`config.mk`:
```
export PLATFORM = sky130hd
export DESIGN_NAME = relu_grad_unit
export DESIGN_NICKNAME = d
export VERILOG_FILES = /design/src/rtl/relu_grad_unit.sv
export SDC_FILE = /design/constraint.sdc
export NUM_CORES = 1
export LEC_CHECK = 0
export ABC_AREA = 0
export CAP_MARGIN = 10
export CORE_UTILIZATION = 25
export CTS_CLUSTER_SIZE = 24
export DETAILED_ROUTE_END_ITERATION = 8
export PLACE_DENSITY = 0.42
export SYNTH_ARGS = -nofsm -noshare
export SYNTH_HDL_FRONTEND = slang
export SYNTH_SLANG_ARGS = --single-unit
```
`constraint.sdc`:
```
create_clock -name clk -period 2 [get_ports clk]
set_clock_uncertainty 0.15 [all_clocks]
set_input_delay 0.4 -clock clk [delete_from_list [all_inputs] [get_ports clk]]
set_output_delay 0.4 -clock clk [all_outputs]
set_load 0.01 [all_outputs]
```
`src/rtl/relu_grad_unit.sv`:
```
// relu_grad_unit: backward pass of the (leaky-)ReLU activation. FILL records pre-activation signs,
// BWD gates upstream gradients by them. Optional macro LEAKY_RELU_GRAD_EN scales negatives by LEAK.
module relu_grad_unit #(
  parameter int                 DEPTH  = 64,
  parameter int                 ADDR_W = $clog2(DEPTH),
  parameter logic signed [15:0] LEAK   = 16'sh001A
) (
  input  logic        clk,
  input  logic        rst,
  input  logic        fwd_valid,
  input  logic [15:0] fwd_data,
  output logic        fwd_ready,
  input  logic        grad_in_valid,
  input  logic [15:0] grad_in_data,
  output logic        grad_in_ready,
  output logic        grad_out_valid,
  output logic [15:0] grad_out_data,
  input  logic        grad_out_ready,
  output logic        phase,
  output logic        bwd_done
);

  typedef enum logic {S_FILL = 1'b0, S_BWD = 1'b1} state_t;

  localparam logic [ADDR_W-1:0] L_LAST_WR  = ADDR_W'(DEPTH - 1);
  localparam logic [ADDR_W:0]   L_DEPTH    = (ADDR_W + 1)'(DEPTH);
  localparam logic [ADDR_W:0]   L_LAST_OUT = (ADDR_W + 1)'(DEPTH - 1);

  state_t              r_state;
  state_t              w_state_nxt;
  logic [ADDR_W-1:0]   r_wr_idx;
  logic [ADDR_W:0]     r_rd_idx;
  logic [ADDR_W:0]     r_out_cnt;
  logic                r_mask [DEPTH];
  logic                r_s1_valid;
  logic                r_s1_neg;
  logic signed [15:0]  r_s1_grad;
  logic                r_out_valid;
  logic [15:0]         r_out_data;
  logic                w_fwd_acc;
  logic                w_fill_last;
  logic                w_en;
  logic                w_in_rdy;
  logic                w_in_acc;
  logic                w_out_hs;
  logic                w_done;
  logic [15:0]         w_out_calc;

  assign w_fwd_acc   = (r_state == S_FILL) && fwd_valid;
  assign w_fill_last = w_fwd_acc && (r_wr_idx == L_LAST_WR);
  assign w_en        = !r_out_valid || grad_out_ready;
  assign w_in_rdy    = (r_state == S_BWD) && w_en && (r_rd_idx < L_DEPTH);
  assign w_in_acc    = w_in_rdy && grad_in_valid;
  assign w_out_hs    = r_out_valid && grad_out_ready;
  assign w_done      = w_out_hs && (r_out_cnt == L_LAST_OUT);

  always_ff @(posedge clk) begin
    if (rst) r_state <= S_FILL;
    else     r_state <= w_state_nxt;
  end

  always_comb begin
    w_state_nxt = r_state;
    case (r_state)
      S_FILL:  if (w_fill_last) w_state_nxt = S_BWD;  else w_state_nxt = S_FILL;
      S_BWD:   if (w_done)      w_state_nxt = S_FILL; else w_state_nxt = S_BWD;
      default: w_state_nxt = S_FILL;
    endcase
  end

  // Mask storage has no reset: every entry is rewritten before it is read in a pass.
  always_ff @(posedge clk) begin
    if (w_fwd_acc) r_mask[r_wr_idx] <= fwd_data[15];
  end

  always_ff @(posedge clk) begin
    if (rst) begin
      r_wr_idx  <= '0;
      r_rd_idx  <= '0;
      r_out_cnt <= '0;
    end else begin
      if (w_fwd_acc) r_wr_idx <= w_fill_last ? '0 : r_wr_idx + ADDR_W'(1);
      if (w_done) begin
        r_rd_idx  <= '0;
        r_out_cnt <= '0;
      end else begin
        if (w_in_acc) r_rd_idx  <= r_rd_idx + (ADDR_W + 1)'(1);
        if (w_out_hs) r_out_cnt <= r_out_cnt + (ADDR_W + 1)'(1);
      end
    end
  end

  // Two-stage pipeline; everything freezes while the output is stalled.
  always_ff @(posedge clk) begin
    if (rst) begin
      r_s1_valid  <= 1'b0;
      r_s1_neg    <= 1'b0;
      r_s1_grad   <= 16'sh0000;
      r_out_valid <= 1'b0;
      r_out_data  <= 16'h0000;
    end else if (w_en) begin
      r_s1_valid <= w_in_acc;
      if (w_in_acc) begin
        r_s1_grad <= grad_in_data;
        r_s1_neg  <= r_mask[r_rd_idx[ADDR_W-1:0]];
      end
      r_out_valid <= r_s1_valid;
      if (r_s1_valid) r_out_data <= w_out_calc;
    end
  end

`ifdef LEAKY_RELU_GRAD_EN
  logic signed [31:0] w_prod;
  logic signed [31:0] w_shift;

  assign w_prod  = 32'(r_s1_grad) * 32'(LEAK);
  assign w_shift = w_prod >>> 8;

  always_comb begin
    w_out_calc = r_s1_grad;
    if (!r_s1_neg)                    w_out_calc = r_s1_grad;
    else if (w_shift > 32'sd32767)    w_out_calc = 16'h7FFF;
    else if (w_shift < -32'sd32768)   w_out_calc = 16'h8000;
    else                              w_out_calc = w_shift[15:0];
  end
`else
  always_comb begin
    w_out_calc = r_s1_grad;
    if (r_s1_neg) w_out_calc = 16'h0000;
    else          w_out_calc = r_s1_grad;
  end
`endif

  assign fwd_ready      = (r_state == S_FILL);
  assign grad_in_ready  = w_in_rdy;
  assign grad_out_valid = r_out_valid;
  assign grad_out_data  = r_out_data;
  assign phase          = (r_state == S_BWD);
  assign bwd_done       = w_done;

endmodule
```
==> flow_summary.yaml <==
timing:
  finalHoldViolCount: 0
  rsz0062_at_grt: "true"
  hold_slack_ps: 301
  setup_slack_ps: -3.29
  min_period_over_period_pct: 100
  worst_slew_margin_rel_pct: 69.6
  setup_viol: 1
  clock.fmax_mhz: 499
  maxSlewViolCount: 0
  worst_pin_slew_ps: 456
  finalCriticalPeriod_ps: 2000
drt:
  dr.pass1.iters: 4
  wl_per_cell_um: 14.7
  drt_wl_total_um: 12000
  num_vias: 3620
  drt_iter0_drc: 179
  drcViolationCount: 0
  ant_nets: 0
  vias_per_cell: 4.43
global_routing:
  grt_pass1_vias: 3671
  grt_pass1_wl_um: 19500
  overflow: 0
  grt_max_degree: 65
  grt_antenna_before_repair: 0
  track_usage_pct: 12.8
setup_path:
  worstPathRequired_ps: 2130
  r2r_end: "r_s1_neg"
  ff2ff_path_depth: 4
  crit_end: "r_s1_neg"
  timing.rr.start: "r_rd_idx[0]"
  cp_max_fo: 5
  setup.worst_path.start: "r_rd_idx[0]"
  crit_arrival_ps: 2140
  start_kind: "flop"
  worstSetupPathType: "flop to flop"
  regToRegSetupSlack_ps: -3
  endpoint_kind: "flop"
finish:
  multi_input_area_sq_mm: 0.00187
  layout_common_cells: "nor2_1, edfxtp_1, dfxtp_1"
  layout.cells.most_common: "nor2_1"
  n_fill_cell: 1977
  nets: 579
  drive_gt1_share_pct: 20.5
  regArea_sq_mm: 0.00305
  n_antenna_cell: 0
  synthToLayoutAreaGrowth_pct: 33.1
floorplanning:
  die-area_sq_mm: 0.0207
  fp.dieW_um: 144
  num_io_pins: 58
  initial_utilization_pct: 25.7
  row_count: 51
  coreArea_sq_mm: 0.0196
  die_h_um: 144
place:
  hpwl_um: 8140
  port_buffers: 42
  place_congestion: 0.740
clock_tree:
  postCtsSetupBuffers: 0
  clkSlewWorstSetupHoldPaths_ps: 60
  root_buffer: "clkbuf_16"
  cts_buffers: 17
  cts_max_level: 4
  cts_tree: "yes"
  hold_buffers: 0
  clk_path_buf_depth: 2
  clock_sinks: 120
  clkLatencyLatePin_ps: 410
power:
  internal_power_mw: 4.68
  power_frac_clock_pct: 52.8
  ir_worst_vdd_mv: 0.574
  powerDensity_mw_per_mm2: 871
  power_mw: 5.84
  p_leak_nw: 2.21
  share_comb_of_total_power_pct: 2.6
  switching_share_pct: 19.9
  p_switching_mw: 1.17
  seqPwrFrac_pct: 44.6
yosys:
  syn_area_per_cell_sq_um: 10.9
  ys_ff_latch: 120
  syn_inst: 461
  synth_cell_types: 42
  syn-cell-area_sq_mm: 0.00504
  synth.net_count: 501
  ys_seq_area_share_pct: 60.4
  yosys_warnings: 0
outcome:
  outcome: "finished, violations left"
  violations: "negative setup slack"
min_path:
  hp-class: "flop to flop"
flow_run:
  drv_cap: 0
critical path: stages, from the launching register on:
cell and delay, ps:
dfxtp_4 390, mux4_2 510, mux4_2 530, a311oi_2 200, o41ai_1 90
per-stage QoR:
step | TNS, ps | setup slack, ps | utilization, % | std cells | cell area [sq um]
2_1_floorplan | 0 | 16.2 | - | 461 | 5040
3_3_place_gp | -7170 | -553 | 31.1 | 785 | 6090
3_5_place_dp | -7990 | -570 | 31.1 | 785 | 6090
4_1_cts | -9.64 | -9.64 | 34.2 | 817 | 6710
5_1_grt | -53.9 | -53.9 | 34.3 | 817 | 6710
6_report | -3.29 | -3.29 | 34.3 | 817 | 6710
kinds of logic after synthesis:
family / Yosys count / share of synthesized area [%]
simple gates: 214 / 18.9
xor+xnor: 12 / 2.09
fa+ha+maj: 3 / 0.745
mux: 23 / 8.64
buf+inv: 36 / 3.03
flops: 120 / 60.4
compound gates: 53 / 6.18
repair_timing:
action,CTS,global route
resized for setup,21,3
pin swaps,1,0
cloned,0,0
setup endpoints to repair,4,2
per-layer routing:
layer | up-vias | part of all wire [%] | global-route usage (%)
met5 | - | 0 | 0
met4 | 0 | 0.92 | 4.98
met3 | 8 | 4.3 | 3.77
met2 | 65 | 49 | 21.3
met1 | 1777 | 46 | 15.6
li1 | 1770 | - | -
how the worst min path moves through the flow:
stage / slack (ps) / cells after the start / from / endpoint
global placement: 290 / 2 / r_s1_grad[7] / r_s1_grad[7]
finish: 300 / 2 / r_s1_grad[14] / r_s1_grad[14]
detailed placement: 300 / 2 / r_s1_grad[1] / r_s1_grad[1]
global route: 320 / 2 / r_s1_grad[13] / r_s1_grad[13]
floorplan: 280 / 2 / r_s1_grad[0] / r_s1_grad[0]
CTS: 300 / 2 / r_s1_grad[10] / r_s1_grad[10]
flip-flops by register name, summed over array words and instances, names as in the netlist:
signal and count:
r_s1_valid 1, r_s1_grad 16, grad_out_valid 1, r_out_cnt 7
grad_out_data 16, r_wr_idx 6, phase 1, r_rd_idx 7
r_mask 64, r_s1_neg 1
layout make-up:
cell class | count | share of cell area, %
clock buffer | 23 | 7.98
clock inverter | 9 | 1.19
inverter | 5 | 0.280
multi-input combinational | 305 | 27.8
sequential | 120 | 45.4
tap | 265 | 4.94
timing repair buffer | 90 | 12.4
cell usage after synthesis (all sizes together):
library cell / number / area share, %
o221ai: 1 / 0.17
o21ba: 2 / 0.40
o21ai: 2 / 0.20
o211a: 2 / 0.40
nand3: 9 / 0.89
nor3b: 16 / 2.4
mux4: 15 / 7.0
nand4: 4 / 0.50
clkbuf: 22 / 1.6
nand3b: 2 / 0.30
inv: 5 / 0.37
mux2i: 6 / 1.2
ha: 3 / 0.74
nand4b: 1 / 0.17
buf: 9 / 1.0
o22ai: 1 / 0.12
mux2: 2 / 0.45
a311oi: 1 / 0.17
a21oi: 39 / 3.9
nand2b: 4 / 0.50
and2: 1 / 0.12
o32ai: 1 / 0.17
o41ai: 1 / 0.17
or3: 4 / 0.50
nor2: 104 / 7.7
nor4b: 1 / 0.17
xnor2: 7 / 1.2
nor4: 2 / 0.25
or2: 2 / 0.25
a32o: 1 / 0.20
nor2b: 4 / 0.50
o211ai: 2 / 0.30
edfxtp: 64 / 38
nor3: 6 / 0.60
xor2: 5 / 0.87
dfxtp: 56 / 22
and3: 1 / 0.12
nand2: 53 / 3.9
power groups by stage:
stage | clock network [mW] | registers (mW) | logic, mW
after floorplan | 0 | 2.66 | 0.0450
after global placement | 0 | 2.66 | 0.151
after detailed placement | 0 | 2.66 | 0.153
after CTS | 3.17 | 2.60 | 0.155
after global routing | 3.28 | 2.60 | 0.165
final | 3.09 | 2.60 | 0.151
Power figures use the tool's default switching activity.
